$ cat config.mk
export PLATFORM = sky130hd
export DESIGN_NAME = seg7_scan_driver
export DESIGN_NICKNAME = d
export VERILOG_FILES = /design/src/rtl/seg7_scan_driver_pkg.sv /design/src/rtl/seg7_scan_driver_decode.sv /design/src/rtl/seg7_scan_driver.sv
export SDC_FILE = /design/constraint.sdc
export NUM_CORES = 1
export LEC_CHECK = 0
export BUFFER_PORTS_ARGS = -buffer_cell sky130_fd_sc_hd__buf_2
export CAP_MARGIN = 0
export CELL_PAD_IN_SITES_DETAIL_PLACEMENT = 1
export CELL_PAD_IN_SITES_GLOBAL_PLACEMENT = 1
export CORE_UTILIZATION = 30
export CTS_BUF_LIST = sky130_fd_sc_hd__clkbuf_4
export DETAILED_ROUTE_END_ITERATION = 6
export PLACE_DENSITY = 0.61
export SKIP_CTS_REPAIR_TIMING = 1
export SLEW_MARGIN = 20
export SYNTH_ARGS = -nofsm -noshare
export SYNTH_HDL_FRONTEND = slang
export SYNTH_SLANG_ARGS = --single-unit
export TNS_END_PERCENT = 30
$ cat constraint.sdc
create_clock -name clk -period 3 [get_ports clk]
set_clock_uncertainty 0.1 [all_clocks]
set_input_delay 0.6 -clock clk [delete_from_list [all_inputs] [get_ports clk]]
set_output_delay 0.6 -clock clk [all_outputs]
set_load 0.1 [all_outputs]
$ cat src/rtl/seg7_scan_driver_pkg.sv
// Shared definitions for the 4-digit seven-segment scan driver: segment
// patterns, digit count, BCD type and the leading-zero blanking helper.
package seg7_scan_driver_pkg;

    localparam int NUM_DIGITS = 4;

    typedef logic [3:0] bcd_t;

    // Active-high patterns, bit order {g,f,e,d,c,b,a}
    localparam logic [6:0] SEG_0     = 7'h3F;
    localparam logic [6:0] SEG_1     = 7'h06;
    localparam logic [6:0] SEG_2     = 7'h5B;
    localparam logic [6:0] SEG_3     = 7'h4F;
    localparam logic [6:0] SEG_4     = 7'h66;
    localparam logic [6:0] SEG_5     = 7'h6D;
    localparam logic [6:0] SEG_6     = 7'h7D;
    localparam logic [6:0] SEG_7     = 7'h07;
    localparam logic [6:0] SEG_8     = 7'h7F;
    localparam logic [6:0] SEG_9     = 7'h6F;
    localparam logic [6:0] SEG_DASH  = 7'h40;
    localparam logic [6:0] SEG_BLANK = 7'h00;

    // Blank mask per digit: a digit is blanked only if every more-significant
    // digit is blanked too; digit 0 is never blanked so zero still shows "0".
    function automatic logic [3:0] lz_blank_mask(
        input logic enable,
        input bcd_t d3,
        input bcd_t d2,
        input bcd_t d1
    );
        logic [3:0] mask;
        mask[3] = enable && (d3 == 4'd0);
        mask[2] = mask[3] && (d2 == 4'd0);
        mask[1] = mask[2] && (d1 == 4'd0);
        mask[0] = 1'b0;
        return mask;
    endfunction

endpackage

$ cat src/rtl/seg7_scan_driver_decode.sv
// BCD-to-seven-segment decoder (active-high), with blank override and a dash
// for the non-decimal codes 10..15.
module seg7_decode
    import seg7_scan_driver_pkg::*;
(
    input  bcd_t       code,
    input  logic       blank,
    output logic [6:0] pattern
);

    // Pattern lookup; blank wins over any code
    always_comb begin
        pattern = SEG_BLANK;
        if (blank) begin
            pattern = SEG_BLANK;
        end else begin
            case (code)
                4'd0:    pattern = SEG_0;
                4'd1:    pattern = SEG_1;
                4'd2:    pattern = SEG_2;
                4'd3:    pattern = SEG_3;
                4'd4:    pattern = SEG_4;
                4'd5:    pattern = SEG_5;
                4'd6:    pattern = SEG_6;
                4'd7:    pattern = SEG_7;
                4'd8:    pattern = SEG_8;
                4'd9:    pattern = SEG_9;
                default: pattern = SEG_DASH;
            endcase
        end
    end

endmodule

$ cat src/rtl/seg7_scan_driver.sv
// Time-multiplexed 4-digit seven-segment driver with frame-synchronous double
// buffering, optional leading-zero blanking and selectable output polarity.
module seg7_scan_driver
    import seg7_scan_driver_pkg::*;
#(
    parameter int REFRESH_DIV = 50000,
    parameter bit ACTIVE_LOW  = 1'b1
) (
    input  logic       clk,
    input  logic       rst,
    input  logic [3:0] dig0,
    input  logic [3:0] dig1,
    input  logic [3:0] dig2,
    input  logic [3:0] dig3,
    input  logic [3:0] dp_in,
    input  logic       load,
    input  logic       blank_lz,
    output logic [3:0] an,
    output logic [6:0] seg,
    output logic       dp,
    output logic       frame_done
);

    localparam int CNT_W = (REFRESH_DIV > 1) ? $clog2(REFRESH_DIV) : 1;
    localparam logic [CNT_W-1:0] CNT_MAX = CNT_W'(REFRESH_DIV - 1);

    logic [CNT_W-1:0] cnt_r;
    logic [1:0]       idx_r;
    logic             tick_s;
    logic             boundary_s;

    bcd_t             in_dig_s      [NUM_DIGITS];
    bcd_t             pending_dig_r [NUM_DIGITS];
    bcd_t             active_dig_r  [NUM_DIGITS];
    logic [3:0]       pending_dp_r;
    logic [3:0]       active_dp_r;
    logic             pending_valid_r;

    logic [3:0]       blank_mask_s;
    logic [3:0]       an_onehot_s;
    logic [6:0]       pattern_s;

    logic [3:0]       an_r;
    logic [6:0]       seg_r;
    logic             dp_r;
    logic             frame_done_r;

    assign tick_s     = (cnt_r == CNT_MAX);
    assign boundary_s = tick_s && (idx_r == 2'd3);

    // Gather the digit ports into an indexable array
    always_comb begin
        in_dig_s[0] = dig0;
        in_dig_s[1] = dig1;
        in_dig_s[2] = dig2;
        in_dig_s[3] = dig3;
    end

    // Prescaler and scan index
    always_ff @(posedge clk) begin
        if (rst) begin
            cnt_r <= '0;
            idx_r <= 2'd0;
        end else if (tick_s) begin
            cnt_r <= '0;
            idx_r <= idx_r + 2'd1;
        end else begin
            cnt_r <= cnt_r + CNT_W'(1);
        end
    end

    // Double buffer: loads land in pending, promoted to active only at a frame
    // boundary; a load coinciding with the boundary bypasses straight to active
    always_ff @(posedge clk) begin
        if (rst) begin
            for (int i = 0; i < NUM_DIGITS; i++) begin
                pending_dig_r[i] <= 4'd0;
                active_dig_r[i]  <= 4'd0;
            end
            pending_dp_r    <= 4'b0000;
            active_dp_r     <= 4'b0000;
            pending_valid_r <= 1'b0;
        end else if (load && boundary_s) begin
            for (int i = 0; i < NUM_DIGITS; i++) begin
                active_dig_r[i] <= in_dig_s[i];
            end
            active_dp_r     <= dp_in;
            pending_valid_r <= 1'b0;
        end else if (load) begin
            for (int i = 0; i < NUM_DIGITS; i++) begin
                pending_dig_r[i] <= in_dig_s[i];
            end
            pending_dp_r    <= dp_in;
            pending_valid_r <= 1'b1;
        end else if (boundary_s && pending_valid_r) begin
            for (int i = 0; i < NUM_DIGITS; i++) begin
                active_dig_r[i] <= pending_dig_r[i];
            end
            active_dp_r     <= pending_dp_r;
            pending_valid_r <= 1'b0;
        end else begin
            pending_valid_r <= pending_valid_r;
        end
    end

    // Blanking uses the displayed (active) digits and the live enable
    always_comb begin
        blank_mask_s = lz_blank_mask(blank_lz, active_dig_r[3],
                                     active_dig_r[2], active_dig_r[1]);
        an_onehot_s  = 4'b0001 << idx_r;
    end

    seg7_decode u_decode (
        .code    (active_dig_r[idx_r]),
        .blank   (blank_mask_s[idx_r]),
        .pattern (pattern_s)
    );

    // Output register: polarity applied here so the pins never glitch
    always_ff @(posedge clk) begin
        if (rst) begin
            an_r         <= {4{ACTIVE_LOW}};
            seg_r        <= {7{ACTIVE_LOW}};
            dp_r         <= ACTIVE_LOW;
            frame_done_r <= 1'b0;
        end else begin
            an_r         <= an_onehot_s ^ {4{ACTIVE_LOW}};
            seg_r        <= pattern_s ^ {7{ACTIVE_LOW}};
            dp_r         <= active_dp_r[idx_r] ^ ACTIVE_LOW;
            frame_done_r <= boundary_s;
        end
    end

    assign an         = an_r;
    assign seg        = seg_r;
    assign dp         = dp_r;
    assign frame_done = frame_done_r;

endmodule

==> After elaboration in Yosys (flattened, before gate mapping) <==
Memories as Yosys holds them, arrays and structs flattened. A register that Yosys moved wholly into a read port is not among the register bits.
Cells that the tools add are included.
{ "op_classes": {"n_bitwise": 16, "mux": 38, "addsub": 2, "n_mul": 0, "n_eq_ne": 3, "n_div": 0, "reduce_logical": 15, "n_shift": 1, "magnitude_cmp": 1} }
{ "ops": {"columns": ["op", "count"], "rows": [
  ["4-bit 2-to-1 mux", 15],
  ["1-bit 2-to-1 mux", 18],
  ["16-bit by 1-bit adder with 16-bit output, second input constant", 1],
  ["16-bit equality test, second input constant", 1],
  ["4-bit logical NOT", 3],
  ["1-bit bitwise OR", 12],
  ["7-bit 2-to-1 mux", 1],
  ["7-bit NOT", 1],
  ["1-bit logical AND", 6],
  ["1-bit binary-select mux with 2-bit select", 2],
  ["2-bit 2-to-1 mux", 2],
  ["4-bit NOT", 1],
  ["2-bit AND reduction", 2],
  ["2-bit nonzero test", 2],
  ["2-bit OR reduction", 2],
  ["1-bit by 2-bit << shifter with 4-bit output, first input constant", 1],
  ["2-bit by 3-bit < comparator with 1-bit output, second input constant", 1],
  ["2-bit by 1-bit adder with 2-bit output, second input constant", 1],
  ["2-bit equality test, second input constant", 1],
  ["2-bit by 1-bit != test with 1-bit output, second input constant", 1],
  ["1-bit NOT", 2]
]} }
{ "word_totals": {"mem_bits_ro": 112, "ram_bits": 32, "latch_bits": 0, "n_memories": 3, "reg_bits": 40, "inputBits": 24, "out_inout_bits": 13, "wordCells": 88} }
{ "memory_table": {"columns": ["name", "words", "word_bits", "read_ports", "rd_clocked_by_memory_dff", "wr", "line", "source"], "rows": [
  ["(no name shown)", 16, 7, 1, 0, 0, "seg7_scan_driver_decode.sv:17", "case (code)"],
  ["active_dig_r", 4, 4, 4, 1, 4, "seg7_scan_driver.sv:34", "bcd_t active_dig_r [NUM_DIGITS];"],
  ["pending_dig_r", 4, 4, 4, 0, 4, "seg7_scan_driver.sv:33", "bcd_t pending_dig_r [NUM_DIGITS];"]
]} }

==> Depth between registers and ports, before layout <==
{ "logic_depth": {"depth_word": 9, "ltp_mapped": 7} }

==> Modules after synthesis <==
A second synthesis with hierarchy kept.
{ "hier_totals": {"cells_unflattened": 323, "area_unflattened_um2": 3304.4} }
{ "modules_own_cells": {"columns": ["module", "n_inst", "seq_area_each_um2", "cells_each", "area_per_inst_um2"], "rows": [
  ["seg7_scan_driver", 1, 1801.7, 289, 3094.2],
  ["seg7_decode", 1, 0.0, 34, 210.2]
]} }

==> Least setup slack after synthesis <==
No wires, ideal clock.
{ "synth_path": {"path_kind": "reg-to-reg", "startpoint": "reg cnt_r[5]", "endpoint": "mem pending_dig_r[0][0] (netlist name), enable pin", "period_less_slack_ps": 2527, "setup_slack_ps": 473, "stages_incl_launch_ff": 5, "arrival_ps": 2104, "setup_ps": 323, "cell_sequence": "dfxtp_1 -> or4_4 -> nor4_4 -> a21oi_2 -> or2_1"} }
{ "synth_rtl": {"columns": ["element", "line", "source"], "rows": [
  ["start, declared", "seg7_scan_driver.sv:27", "logic [CNT_W-1:0] cnt_r;"],
  ["start signal, assigned", "seg7_scan_driver.sv:68", "cnt_r <= cnt_r + CNT_W'(1);"],
  ["end, declared", "seg7_scan_driver.sv:33", null]
]} }

==> impl_results.md <==
* Relative slew slack at between 50% and 60%
* Die area at 11900 sq um
* Most used DFF post-synth: dfxtp_1
* I/O pins at 37
* Post-synthesis adder-cell area fraction at 3.99%
* Synthesized instance count at approximately 300
* Final ANT Viol Nets at 0
* Root buf cell: clkbuf_4
* GRT met3 Usage at 3.41%
* Part of the power in registers at a little under three fifths
* CP Class: register to register
* CTS clk-pin slew, worst paths at ~0.12 ns
* Vias in the first global route at 2339
* Fmax at 0.433 GHz
* Largest family of logic cells by synthesized area: simple AND/OR/NAND/NOR gates
* Combinational cell fraction of total power at 9.3%
* Met1 usage at 16.5%
* Outcome: completed
* Worst Tran Pin Value at 0.683 ns
* Post-synth ARST share at 0%
* Setup crit start kind: register
* Worst path cell trace: or4_4, nor4_4, nand3b_2, nor2_1
* Initial antenna violation count at 0
* Period minus WS final at 2.31 ns
* Pre-Repair DR Iteration Count at 4
* Via count at between 2000 and 2500
* Most frequent cells in the layout: dfxtp_1 (42), buf_2 (36), nor2_1 (33)
* Placed wire-length estimate at 5190 um
* Post-synth top area cell: edfxtp_1
* Int Power at 1.49 mW
* Max Fanout on Critical Path at 18
* Number of max-cap violations at 0
* Diodes inserted at 0
* Drt via density at 4.89
* CP Data Arrival Time at 2.50 ns
* Most crowded layer after global routing: met2
* Pwr dens at 514 nW/um^2
* #FFs+latches synth at 74
* Critical Path End Type: register
* Syn Nets at 339
* Largest stage delay, worst path at 0.58 ns
* Commonest non-fill, non-tap cell in the layout: dfxtp_1
* Synth Area in Simple Gates at 21.9%
* Share of cells above drive strength 1 at 23.8%
* DRC viols at 0
* Leak pwr at 1.42 nW
* CTS Buf Count at 9
* Clk pwr share at 35.5%
* Required @ worst endpoint at approximately 3.2 ns
* Area Growth Syn to Fin at 12.9%
* Buf/Inv on CP at 0
* Area contributors post-synth: edfxtp_1 (28%), dfxtp_1 (24%), ha_1 (4.0%), a22oi_1 (3.7%), nor2_1 (3.6%)
* Place WS at ~0.63 ns
* Overall Power at 2.00 mW
* Count of different cell masters after synthesis at 48
* Complex-gate fraction of the synthesized area at 8.88%
* Peak supply drop at 0.000213 V
* Nets at 371
* Max H-tree Level at 3
* GP Congestion at ~0.7
* Finish-stage setup viols at 0
* Layout Utilization at between 30% and 40%
* CTS tree: done
* Pins Over Slew Limit at 0
* Post-synth top area share at ~28%
* Gr usage total at 13.3%
* NetSw at around 0.5 mW
* Initial core utilization at 31.3%
* WL per Instance at 15.1 um
* RSZ-0062 raised after global routing: no
* Worst min-delay path category: primary input to register
* Final setup TNS at 0 ns
* Slowest cell on the critical path: or4_4
* Skew-Pair Late Insertion Delay at roughly 0.43 ns
* Largest net degree at the start of global routing at 36
* GRT Residual Overflow at 0
* Sequential area share after synthesis at 52.2%
* Initial drt markers at 80
* Global routing usage on met2 at 21.1%
* CTS sink cnt at 74
* Family with the most delay on the worst path: simple AND/OR/NAND/NOR gates
* Final worst-path setup slack at 0.689 ns
* Mux share of post-synthesis cell area at 6.49%
* Clk buf depth at 2
* Die Y at 109 um
* Number of core rows at 38
* Sw frac at between 20% and 30%
* Aggregate routed wire length at 7270 um
* Xor/xnor cell area share of the yosys netlist at 2.79%
* Mean post-synth cell area at 11.4 sq um
* PortBufs at 36
* Post-synthesis cell area at 3450 sq um
* Period utilization at 77.0%
* Yosys warns at 0
* Core Region at 11000 sq um
* Die width at around 110 um
* Post-synth EDFFs at 32
* First-pass GRT wire length at around 12000 um
* Final hold violations at 0
## stage by stage
step | instance area, sq um | hold slack [ns] | cells
CTS | 3890 | 0.292 | 481
detailed placement | 3730 | 0.345 | 465
floorplan | 3450 | 0.311 | 304
finish | 3890 | 0.329 | 481
global placement | 3730 | 0.328 | 465
global route | 3890 | 0.291 | 481
## power groups by stage
stage / Combinational (mW) / Clock (mW) / Sequential [mW]
floorplan: 0.0940 / 0 / 1.17
global placement: 0.183 / 0 / 1.13
detailed placement: 0.187 / 0 / 1.13
CTS: 0.187 / 0.736 / 1.11
global route: 0.202 / 0.778 / 1.11
finish: 0.186 / 0.709 / 1.11
## state kept, by name (all words and copies together) (netlist names), 2 cells and up, named ones only
signal / flops
active_dig_r: 16
active_dp_r: 4
an: 4
cnt_r: 16
idx_r: 2
pending_dig_r: 16
pending_dp_r: 4
seg: 7
## Yosys cell counts, types with 5 or more instances
cell type  number
nand4_1         6
and2_1          9
and2_4          8
dfxtp_1        42
nand3_1        11
nand3b_1        8
mux4_2          5
nand2b_1       17
clkbuf_1       14
ha_1           11
inv_1          10
a22oi_1        17
mux2i_1        10
xnor2_1         5
nor2_1         33
edfxtp_1       32
xor2_1          6
## cells by family after synthesis
family                   after synthesis
AND/OR/NAND/NOR                      123
XOR/XNOR                              11
multiplexers                          16
flip-flops                            74
buffers and inverters                 27
AO/OA/AOI/OAI                         42
adder cells (fa/ha/maj)               11
## tightest hold or removal path, delay by kind of cell
| family | cells | cell delay (ns) |
|---|---|---|
| muxes | 1 | 0.06 |
| buffers and inverters | 1 | 0.10 |
| and+or+nand+nor | 1 | 0.06 |
## path summary, 6_finish.rpt
path | start | end | slack [ns] | depth (start not counted)
worst max-delay path | cnt_r[5] | active_dig_r[1][0] | 0.69 | 4
worst min register to register | cnt_r[0] | cnt_r[0] | 0.36 | 1
worst max register to register | cnt_r[5] | active_dig_r[1][0] | 0.69 | 4
worst min-delay path | dp_in[0] | pending_dp_r[0] | 0.33 | 3
## area by class of cell
class	count	area [sq um]
fillers	1220	7140
flip-flops and latches	74	1800
multi-input cells	203	1520
repair buffers	38	195
well taps	140	175
clock inverters	7	93.8
clock buffers	9	67.6
inverters	10	37.5
## metal layers
metal	part of all wire (%)	vias to the layer above
li1	-	1157
met1	48	1153
met2	48	33
met3	3.1	9
met4	1.5	0
met5	0	-
Note: power is estimated with default switching activity, not from simulation.
